$ cat src/rtl/reg_file_pkg.sv
// Shared defaults and types for the dual-read register file.
// Module parameters default to these values; RESET_DATA is the cleared register/data value.
package reg_file_pkg;

  localparam int DEFAULT_DATA_W   = 16;
  localparam int DEFAULT_NUM_REGS = 8;
  localparam int DEFAULT_ADDR_W   = $clog2(DEFAULT_NUM_REGS);

  typedef logic [DEFAULT_DATA_W-1:0] data_t;
  typedef logic [DEFAULT_ADDR_W-1:0] addr_t;

  localparam data_t RESET_DATA = '0;

endpackage

$ cat src/rtl/reg_file_read_port.sv
// One registered read port: handshake ready, optional write bypass (BYPASS_EN) and output register.
// Out-of-range addresses are never pending and read back as zero.
module reg_file_read_port
  import reg_file_pkg::*;
#(
  parameter int DATA_W   = DEFAULT_DATA_W,
  parameter int NUM_REGS = DEFAULT_NUM_REGS,
  parameter int ADDR_W   = $clog2(NUM_REGS)
) (
  input  logic                             wire_clock,
  input  logic                             wire_reset,
  input  logic                             rd_req,
  input  logic [ADDR_W-1:0]                rd_addr,
  input  logic                             wr_en,
  input  logic [ADDR_W-1:0]                wr_addr,
  input  logic [DATA_W-1:0]                wr_data,
  input  logic [NUM_REGS-1:0][DATA_W-1:0]  regs,
  input  logic [NUM_REGS-1:0]              pending,
  output logic                             rd_ready,
  output logic                             rd_valid,
  output logic [DATA_W-1:0]                rd_data
);

  logic              in_range;
  logic              pend_hit;
  logic              bypass_hit;
  logic              accept;
  logic [DATA_W-1:0] read_value;
  logic              rd_valid_d, rd_valid_q;
  logic [DATA_W-1:0] rd_data_d, rd_data_q;

  assign in_range = (32'(rd_addr) < NUM_REGS);
  assign pend_hit = in_range && pending[rd_addr];

`ifdef BYPASS_EN
  assign bypass_hit = wr_en && (wr_addr == rd_addr) && in_range;
`else
  logic unused_bypass;
  assign bypass_hit    = 1'b0;
  assign unused_bypass = ^{wr_en, wr_addr, wr_data};
`endif

  assign rd_ready = !rd_req || !pend_hit || bypass_hit;
  assign accept   = rd_req && rd_ready && !wire_reset;

  // A forwarded write takes priority over the stored register value
  always_comb begin
    read_value = DATA_W'(RESET_DATA);
    if (bypass_hit) begin
      read_value = wr_data;
    end else if (in_range) begin
      read_value = regs[rd_addr];
    end
  end

  always_comb begin
    rd_valid_d = accept;
    rd_data_d  = rd_data_q;
    if (accept) begin
      rd_data_d = read_value;
    end
  end

  always_ff @(posedge wire_clock) begin
    if (wire_reset) begin
      rd_valid_q <= 1'b0;
      rd_data_q  <= DATA_W'(RESET_DATA);
    end else begin
      rd_valid_q <= rd_valid_d;
      rd_data_q  <= rd_data_d;
    end
  end

  assign rd_valid = rd_valid_q;
  assign rd_data  = rd_data_q;

endmodule

$ cat src/rtl/reg_file_dual_read.sv
// Register file with one write port, a pending scoreboard and two independent registered read ports.
// Define BYPASS_EN to forward same-cycle writes to reads (write-first); default is read-first.
module reg_file_dual_read
  import reg_file_pkg::*;
#(
  parameter int DATA_W   = DEFAULT_DATA_W,
  parameter int NUM_REGS = DEFAULT_NUM_REGS
) (
  input  logic                        wire_clock,
  input  logic                        wire_reset,
  input  logic                        wr_en,
  input  logic [$clog2(NUM_REGS)-1:0] wr_addr,
  input  logic [DATA_W-1:0]           wr_data,
  input  logic                        pend_set,
  input  logic [$clog2(NUM_REGS)-1:0] pend_addr,
  input  logic                        rd_req_m3,
  input  logic [$clog2(NUM_REGS)-1:0] rd_addr_m3,
  input  logic                        rd_req_m4,
  input  logic [$clog2(NUM_REGS)-1:0] rd_addr_m4,
  output logic                        rd_ready_m3,
  output logic                        rd_ready_m4,
  output logic                        rd_valid_m3,
  output logic                        rd_valid_m4,
  output logic [DATA_W-1:0]           rd_data_m3,
  output logic [DATA_W-1:0]           rd_data_m4,
  output logic [NUM_REGS-1:0]         pending
);

  localparam int ADDR_W = $clog2(NUM_REGS);

  logic [NUM_REGS-1:0][DATA_W-1:0] regs_d, regs_q;
  logic [NUM_REGS-1:0]             pending_d, pending_q;
  logic                            wr_in_range;
  logic                            pend_in_range;

  assign wr_in_range   = (32'(wr_addr) < NUM_REGS);
  assign pend_in_range = (32'(pend_addr) < NUM_REGS);

  // pend_set is applied after the write so it wins on a shared address
  always_comb begin
    regs_d    = regs_q;
    pending_d = pending_q;
    if (wr_en && wr_in_range) begin
      regs_d[wr_addr]    = wr_data;
      pending_d[wr_addr] = 1'b0;
    end
    if (pend_set && pend_in_range) begin
      pending_d[pend_addr] = 1'b1;
    end
  end

  always_ff @(posedge wire_clock) begin
    if (wire_reset) begin
      regs_q    <= '0;
      pending_q <= '0;
    end else begin
      regs_q    <= regs_d;
      pending_q <= pending_d;
    end
  end

  assign pending = pending_q;

  reg_file_read_port #(
    .DATA_W   (DATA_W),
    .NUM_REGS (NUM_REGS),
    .ADDR_W   (ADDR_W)
  ) u_port_m3 (
    .wire_clock (wire_clock),
    .wire_reset (wire_reset),
    .rd_req     (rd_req_m3),
    .rd_addr    (rd_addr_m3),
    .wr_en      (wr_en),
    .wr_addr    (wr_addr),
    .wr_data    (wr_data),
    .regs       (regs_q),
    .pending    (pending_q),
    .rd_ready   (rd_ready_m3),
    .rd_valid   (rd_valid_m3),
    .rd_data    (rd_data_m3)
  );

  reg_file_read_port #(
    .DATA_W   (DATA_W),
    .NUM_REGS (NUM_REGS),
    .ADDR_W   (ADDR_W)
  ) u_port_m4 (
    .wire_clock (wire_clock),
    .wire_reset (wire_reset),
    .rd_req     (rd_req_m4),
    .rd_addr    (rd_addr_m4),
    .wr_en      (wr_en),
    .wr_addr    (wr_addr),
    .wr_data    (wr_data),
    .regs       (regs_q),
    .pending    (pending_q),
    .rd_ready   (rd_ready_m4),
    .rd_valid   (rd_valid_m4),
    .rd_data    (rd_data_m4)
  );

endmodule
$ cat config.mk
export PLATFORM = sky130hd
export DESIGN_NAME = reg_file_dual_read
export DESIGN_NICKNAME = d
export VERILOG_FILES = /design/src/rtl/reg_file_pkg.sv /design/src/rtl/reg_file_read_port.sv /design/src/rtl/reg_file_dual_read.sv
export SDC_FILE = /design/constraint.sdc
export NUM_CORES = 1
export LEC_CHECK = 0
export ABC_AREA = 0
export BUFFER_PORTS_ARGS = -buffer_cell sky130_fd_sc_hd__buf_2
export CELL_PAD_IN_SITES_DETAIL_PLACEMENT = 1
export CELL_PAD_IN_SITES_GLOBAL_PLACEMENT = 1
export CORE_MARGIN = 1.5
export CORE_UTILIZATION = 46
export CTS_CLUSTER_SIZE = 25
export DETAILED_ROUTE_END_ITERATION = 8
export PLACE_DENSITY_LB_ADDON = 0.2
export SLEW_MARGIN = 20
export SYNTH_ARGS = -nofsm -noshare
export SYNTH_HDL_FRONTEND = slang
export SYNTH_SLANG_ARGS = --single-unit
$ cat constraint.sdc
create_clock -name wire_clock -period 1.9 [get_ports wire_clock]
set_input_delay 0.095 -clock wire_clock [delete_from_list [all_inputs] [get_ports wire_clock]]
set_output_delay 0.095 -clock wire_clock [all_outputs]
set_load 0.005 [all_outputs]
==> impl_metrics.ini, run 1 <==
[floorplanning]
ios = 78
die_area_um2 = 18280
die_y_um = 135.2
start_util_pct = 46.79
core_region_area_um2 = 17180
num_rows = 48
die_x_um = 135.2

[timing]
finalMaxSlewViolations = 0
finalSetupTns_ns = 0
worst_pin_slew_ns = 0.6769
max_freq_mhz = 532.0
rsz0062_at_grt = false
fin_crit_sh_pct = 98.94
setup_viol = 0
hold_viol = 0
fin_crit_ns = 1.880
slew_headroom_pct = 54.88
fin_skew_ns = 0.006606

[clock_network]
cts.clk_slew.worst_paths_ns = 0.06
htree_levels = 4
clock_latency_ns = 0.43
cts.sinks = 170
numCtsBuffers = 17
cts_tree = done
cts_root_buf = clkbuf_16
clock_path_buffers = 2

[logic_synthesis]
synth_fp_nets = 899
async_reset_ff_share_pct = 0
synth_edf_count = 0
synth_seq_cells = 170
synth-xor-area-share_pct = 0
synth_area_um2 = 8038
synth_ff_type = dfxtp_1
seq_area_frac_synth_pct = 42.34
synth-simple-area-share_pct = 16.77
syn_avg_cell_area_um2 = 9.292
yosys.area_share.adder_pct = 0
muxShareOfSynthArea_pct = 26.71
syn_inst = 865
synth_compound_area_share_pct = 9.387
yosysUniqueCellTypes = 33
synth_top_family_by_area = multiplexers
ys_warn_count = 0

[route]
wl_per_cell_um = 22.86
drc = 0
drtIter0Drc = 657
drtPass1Iterations = 5
wirelength_mm = 26.81
via_per_inst = 5.999
detail-route-antenna-nets = 0
vias = 7037

[placement]
dpl.hpwl_mm = 16.75
gp_congestion = 0.8580
placed_area_um2 = 8717
portBuffers = 77

[finish]
drive_above_1_share_pct = 24.26
syn_to_final_growth_pct = 18.62
nets = 969
design_area_um2 = 9534
diodes = 0

[global_route]
grt_pass1_wl_mm = 41.10
overflow = 0
grt_max_degree = 137
grtUsageTotal_pct = 30.22
antenna_found_initial = 0
grt_pass1_vias = 7329

[pwr]
p_total_mw = 7.958
p_leak_nw = 3.645
power.density_nw_per_um2 = 834.7
ir_drop_uv = 615.8

[min_path]
hold_class = primary input to register

[status]
outcome = finished, final reports clean

[critical_path]
end_kind = output pin
path_class = register to output pin
critPathLaunchType = register
cp_max_fo = 4
worstPathArrival_ns = 1.78
cp_data_required_time_ns = 1.80

[job]
cap_violations = 0
timing repair:
item                                   in CTS  in global routing
buffers inserted                            1                  0
resized for setup                           8                  7
setup endpoints to repair                   2                  1
endpoints found under the hold margin     114                  0
pin swaps                                   1                  0
hold buffers                               18                  0
per-stage QoR:
step                      std cells  hold slack [ns]  util [%]  setup slack [ns]
after global routing           1173          0.04507     55.51          0.003439
final                          1173          0.03822     55.51           0.02014
after detailed placement       1123           0.4202     50.75            0.1556
after floorplan                 865           0.2310         -            0.3524
after CTS                      1174          0.01744     55.38           0.01172
after global placement         1123           0.4067     50.75            0.1803
cells in the mapped netlist, types with 2 or more instances:
cell       number  area share [%]
a2111oi_1       2            0.25
a21oi_1       129             8.0
a22oi_1         3            0.28
a32oi_1         4            0.44
buf_2          13            0.81
buf_4           2            0.19
buf_6           3            0.42
clkbuf_1       47             2.2
clkbuf_2       12            0.75
dfxtp_1       170              42
inv_2           3            0.14
mux2_1          2            0.28
mux2_2          2            0.28
mux2i_1        66             8.2
mux4_2         64              18
nand2_1       295              14
nand2b_1        5            0.39
nand3_1         4            0.25
nand4_1         2            0.16
nor2_1         15            0.70
nor2b_1         9            0.70
nor3b_1         2            0.19
area by class of cell:
type,count,area [um2]
sequential,170,3417
tap,225,281.5
clock inverter,11,108.9
inverter,3,11.26
timing repair buffer,130,918.4
multi-input combinational,613,4317
clock buffer,21,480.5
fill,1966,7642
worst max-delay path: stages, from the launching register on:
cell     delay (ns)
dfxtp_1        0.39
mux2_1         0.17
o22ai_1        0.14
or4b_4         0.51
buf_2          0.14
worst paths after layout:
path,cells after the start,slack [ns],endpoint,startpoint
worst max register to register,7,0.24,u_port_m3.rd_data[9],pending[0]
worst min register to register,2,0.46,u_port_m3.rd_data[6],u_port_m3.rd_data[6]
worst min-delay path,3,0.04,pending[5],pend_set
worst max-delay path,4,0.02,rd_ready_m4,pending[2]
cell usage in the layout, fill, tap and decap left out, types with 5 or more instances in the layout:
master	synthesis	routed
a21oi_1	129	129
buf_12	1	7
buf_2	13	76
buf_4	2	29
clkbuf_16	0	17
dfxtp_1	170	163
dfxtp_2	0	5
dlygate4sd3_1	0	18
mux2i_1	66	66
mux4_2	64	64
nand2_1	295	295
nand2b_1	5	5
nor2_1	15	15
nor2b_1	9	8
state kept, by name, summed over array words and instances, names as in the netlist:
signal,flops
u_port_m4.rd_valid,1
regs_q,128
u_port_m3.rd_valid,1
pending,8
u_port_m3.rd_data,16
u_port_m4.rd_data,16
per-layer routing:
layer	share of wire [%]	up-vias	GRT usage (%)
met2	49	297	50.60
li1	-	3137	-
met4	2.2	0	11.11
met3	6.5	47	5.537
met5	0	-	0
met1	42	3556	39.14
report_power, final:
group | internal (mW) | total, mW | switching (mW)
clock | 1.96 | 3.48 | 1.51
sequential | 3.64 | 3.70 | 0.0614
combinational | 0.324 | 0.783 | 0.459
cells by family (layout without fill, tap and decap cells):
logic type | Yosys count | count (layout)
AO/OA/AOI/OAI | 141 | 141
flip-flops | 170 | 170
AND/OR/NAND/NOR | 338 | 338
multiplexers | 134 | 134
buffers and inverters | 82 | 165
No activity file was read; power rests on OpenSTA's default activity.
==> run 2, diff against run 1 <==
- ABC_AREA: 0 -> 1
- CORE_UTILIZATION: 46 -> 42
- CTS_CLUSTER_DIAMETER: default -> 50
==> run 2 against run 1 <==
Via count increased by 40%. Clock-buffer cell count shrank 3. Sequential share of layout area decreased by 2.3 points. Critical path depth is 2 higher. Global-route usage rose by 2.8 points. Clock skew rose by 0.0030 ns. Largest power group unchanged. Largest cell class unchanged. Final cell count grew 51%. Highest routed layer unchanged. Synthesized cell count up 65%. Sequential power up 3%.
==> impl_metrics.ini, run 2 <==
[status]
outcome = finished, final reports clean

[route]
detail-route-antenna-nets = 0
wirelength_mm = 35.18
drc = 0
vias = 9841
wl_per_cell_um = 19.87
drtIter0Drc = 743
via_per_inst = 5.557
drtPass1Iterations = 5

[timing]
setup_viol = 0
fin_crit_sh_pct = 81.78
max_freq_mhz = 643.6
timing.final.ws_setup_ns = 0.3462
hold_ws_ns = 0.02035
finalSetupTns_ns = 0
hold_viol = 0
finalMaxSlewViolations = 0
fin_crit_ns = 1.554
fin_skew_ns = 0.009628
worst_pin_slew_ns = 0.5467
rsz0062_at_grt = false
slew_headroom_pct = 63.50

[clock_network]
clock_path_buffers = 2
cts.clk_slew.worst_paths_ns = 0.07
cts.sinks = 170
cts_tree = done
numCtsBuffers = 17
clock_latency_ns = 0.44
htree_levels = 4
cts_root_buf = clkbuf_16

[global_route]
grt_max_degree = 69
grt_pass1_vias = 10055
grt_pass1_wl_mm = 55.41
antenna_found_initial = 1
grtUsageTotal_pct = 33.03
overflow = 0

[logic_synthesis]
syn_avg_cell_area_um2 = 6.198
synth_top_area_cell = dfxtp_1
syn_inst = 1431
synth_area_um2 = 8870
synth_edf_count = 0
synth_ff_type = dfxtp_1
synth_fp_nets = 1465
synth.most_common_cell = nand2_1
synth_top_area_share_pct = 38.37
async_reset_ff_share_pct = 0
synth_common_cells = 480 x nand2_1, 296 x nor2_1, 172 x nand3_1
seq_area_frac_synth_pct = 38.37
synth_area_leaders = dfxtp_1 38%, nand2_1 20%, nor2_1 13%, nand3_1 9.7%, o21ai_0 5.6%
ys_warn_count = 0
synth_seq_cells = 170
yosysUniqueCellTypes = 19

[placement]
portBuffers = 77
dpl.hpwl_mm = 22.89
placed_cells = 1726
gp_congestion = 0.8288
placed_area_um2 = 9453
place_ws_ns = 0.3493

[finish]
nets = 1523
syn_to_final_growth_pct = 14.46
diodes = 0
layout_common_cells = 480 x nand2_1, 294 x nor2_1, 172 x nand3_1
fillers = 2818
layout.cells.non_filler = 1771
fin_util_pct = 49.54
drive_above_1_share_pct = 12.13
top_register = regs_q
mostFrequentLayoutCell = nand2_1
design_area_um2 = 10150
largest_reg_flops = 128

[floorplanning]
die_x_um = 148.3
die_area_um2 = 22000
core_region_area_um2 = 20490
start_util_pct = 43.28
ios = 78
die_y_um = 148.3
num_rows = 52

[critical_path]
cp_max_fo = 3
worstPathArrival_ns = 1.46
critPathLaunchType = register
path_class = register to output pin
end_kind = output pin
cp_data_required_time_ns = 1.80

[job]
cap_violations = 0

[pwr]
power.density_nw_per_um2 = 842.7
p_leak_nw = 4.478
ir_drop_uv = 677.7
p_total_mw = 8.555

[min_path]
hold_class = primary input to register
## run 2: cell types whose count changed after synthesis, moves of 12 or more
cell / previous run / this run
nor2_1: 15 / 296
nand2_1: 295 / 480
nand3_1: 4 / 172
o21ai_0: 0 / 100
a21oi_1: 129 / 40
mux2i_1: 66 / 0
mux4_2: 64 / 0
o21ai_1: 0 / 28
buf_6: 3 / 28
inv_2: 3 / 21
clkbuf_1: 47 / 30
buf_2: 13 / 29
inv_1: 0 / 13
clkbuf_2: 12 / 0
## run 2: report_power, final
| part | internal, mW | total (mW) | switching [mW] | leakage (nW) |
|---|---|---|---|---|
| registers | 3.71 | 3.82 | 0.113 | 1.38 |
| logic | 0.438 | 1.31 | 0.876 | 2.83 |
| clock network | 1.84 | 3.42 | 1.57 | 0.269 |
## run 2: final cells by class
class	count	area [um2]	area share [%]
multi-input cells	1132	4737	46.66
clock inverters	13	120.1	1.183
clock buffers	18	439.2	4.326
inverters	34	128.9	1.269
well taps	270	337.8	3.328
flip-flops and latches	170	3403	33.52
repair buffers	134	985.9	9.712
## run 2: metal layers
| metal | vias up | part of all wire, % | global-route usage (%) |
|---|---|---|---|
| li1 | 4676 | - | - |
| met1 | 4802 | 44 | 42.59 |
| met2 | 306 | 47 | 55.28 |
| met3 | 57 | 6.7 | 6.135 |
| met4 | 0 | 2.7 | 11.78 |
| met5 | - | 0 | 0 |
## run 2: logic make-up after synthesis
kind of cell / Yosys count / share of synthesized area [%]
AND/OR/NAND/NOR: 964 / 43.87
AO/OA/AOI/OAI: 168 / 9.479
flip-flops: 170 / 38.37
buffers and inverters: 129 / 8.281
## run 2: worst paths after layout
check / start / to / slack, ns / depth (start not counted)
max reg2reg: pending[3] / u_port_m3.rd_data[7] / 0.46 / 8
min reg2reg: u_port_m3.rd_data[5] / u_port_m3.rd_data[5] / 0.48 / 2
min: wr_data[5] / regs_q[21] / 0.02 / 3
max: pending[3] / rd_ready_m4 / 0.35 / 6
## run 2: critical path, cell delays in order (launching register included)
cell and delay [ns]:
dfxtp_1 0.41, inv_1 0.09, nand2_1 0.07, nand3_1 0.08
nand3_1 0.12, nand3_1 0.11, buf_2 0.15
## run 2: repair_timing
item,CTS,global route
gates resized for setup,0,0
hold buffers,14,0
buffers inserted,0,0
endpoints found under the hold margin,20,0
==> run 3, diff against run 2 <==
- clock period: 1.9 -> 1.5 ns (I/O delays scaled with it)
==> run 3 against run 2 <==
Total power grew 26%. Die area is the same. Sequential share of layout area shrank 0.37 points. Critical path depth is the same. First-iteration DRC count grew 20%. Non-clock buffer count grew 9. Largest cell class unchanged.
==> impl_metrics.ini, run 3 (synthesis gave the netlist of run 2 again) <==
[critical_path]
cp_max_fo = 3
worstPathArrival_ns = 1.37
path_class = register to output pin
cp_data_required_time_ns = 1.42
end_kind = output pin
r2r_cells = 8
critPathLaunchType = register

[clock_network]
htree_levels = 4
cts.sinks = 170
clock_latency_ns = 0.44
numCtsBuffers = 17
cts_tree = done
cts_root_buf = clkbuf_16
cts.clk_slew.worst_paths_ns = 0.07
post-cts-setup-buffers = 0
clock_path_buffers = 2

[global_route]
grt_max_degree = 89
overflow = 0
grtUsageMet1_pct = 44.25
use_met2_pct = 56.54
top_usage_layer = met2
grtUsageMet3_pct = 3.374
grt_pass1_wl_mm = 55.80
antenna_found_initial = 0
grt_pass1_vias = 9911
grtUsageTotal_pct = 33.18

[timing]
hold_viol = 0
worst_pin_slew_ns = 0.5215
slew_headroom_pct = 65.18
max_freq_mhz = 692.8
setup_viol = 0
fin_crit_sh_pct = 96.23
fin_skew_ns = 0.01239
finalSetupTns_ns = 0
hold_ws_ns = 0.01046
fin_crit_ns = 1.443
finalMaxSlewViolations = 0

[floorplanning]
die_x_um = 148.3
core_region_area_um2 = 20490
ios = 78
start_util_pct = 43.28
num_rows = 52
die_y_um = 148.3
die_area_um2 = 22000

[status]
outcome = finished, final reports clean

[finish]
nets = 1532
syn_to_final_growth_pct = 15.95
multi_input_area_um2 = 4742
diodes = 0
ff_latch_area_um2 = 3410
mostFrequentLayoutCell = nand2_1
drive_above_1_share_pct = 12.84
fillers = 2822
layout_common_cells = 480 x nand2_1, 294 x nor2_1, 171 x nand3_1
fin_util_pct = 50.18
top_register = regs_q
largest_reg_flops = 128

[placement]
gp_congestion = 0.8486
dpl.hpwl_mm = 23.36
portBuffers = 77

[route]
vias = 9915
via_per_inst = 5.567
drtPass1Iterations = 7
wl_per_cell_um = 20.00
drtIter0Drc = 891
detail-route-antenna-nets = 0
wirelength_mm = 35.62
drc = 0

[pwr]
ir_drop_uv = 768.2
power.density_nw_per_um2 = 1050
p_leak_nw = 4.529
p_total_mw = 10.80

[min_path]
hold_class = primary input to register
holdPathStages = 3

[job]
cap_violations = 0
## run 3: cell count changes in the layout (fill, tap and decap cells not counted), moves of 2 or more
cell,delta
dfxtp_2,+5
clkinv_2,-2
dfxtp_1,-5
buf_12,+5
dlygate4sd3_1,+3
inv_6,+3
## run 3: layout make-up
class                      instances  area share [%]
multi-input combinational       1132           46.11
sequential                       170           33.15
timing repair buffer             143           10.92
clock buffer                      18           4.173
tap                              270           3.285
inverter                          34           1.253
clock inverter                    14           1.107
## run 3: power breakdown
group / leakage (nW) / internal [mW] / switching, mW
Sequential: 1.39 / 4.70 / 0.153
Combinational: 2.89 / 0.589 / 1.12
Clock: 0.255 / 2.16 / 2.08
Total: 4.53 / 7.45 / 3.35
## run 3: critical path: stages (launching register included)
cell and delay [ns]:
dfxtp_1 0.38, inv_1 0.09, nand2_1 0.06, nand3_1 0.09
nand3_2 0.10, nand3_2 0.08, buf_2 0.14
## run 3: per-stage QoR
stage	cells	cell area [um2]	setup slack, ns
2_1_floorplan	1431	8870	0.3530
3_3_place_gp	1732	9560	0.1176
3_5_place_dp	1732	9560	0.07386
4_1_cts	1781	10270	0.01922
5_1_grt	1781	10280	-0.01079
6_report	1781	10280	0.05661
## run 3: layer usage
layer  routed length, um  part of all wire [%]
met1               15630                    44
met2               16870                    47
met3                2283                   6.4
met4                 833                   2.3
met5                   0                     0
## run 3: path summary, 6_finish.rpt
| check | startpoint | end | slack, ns |
|---|---|---|---|
| setup / recovery | pending[5] | rd_ready_m3 | 0.06 |
| hold / removal | wr_data[4] | regs_q[116] | 0.01 |
| setup reg to reg | pending[5] | u_port_m4.rd_data[10] | 0.17 |
| hold reg to reg | u_port_m3.rd_data[5] | u_port_m3.rd_data[5] | 0.48 |
## run 3: what timing repair did
action	4_1_cts	5_1_grt
gates resized for setup	1	5
setup endpoints to repair	1	2
cloned	0	0
endpoints found under the hold margin	31	0
hold buffers	17	0
pin swaps	0	0
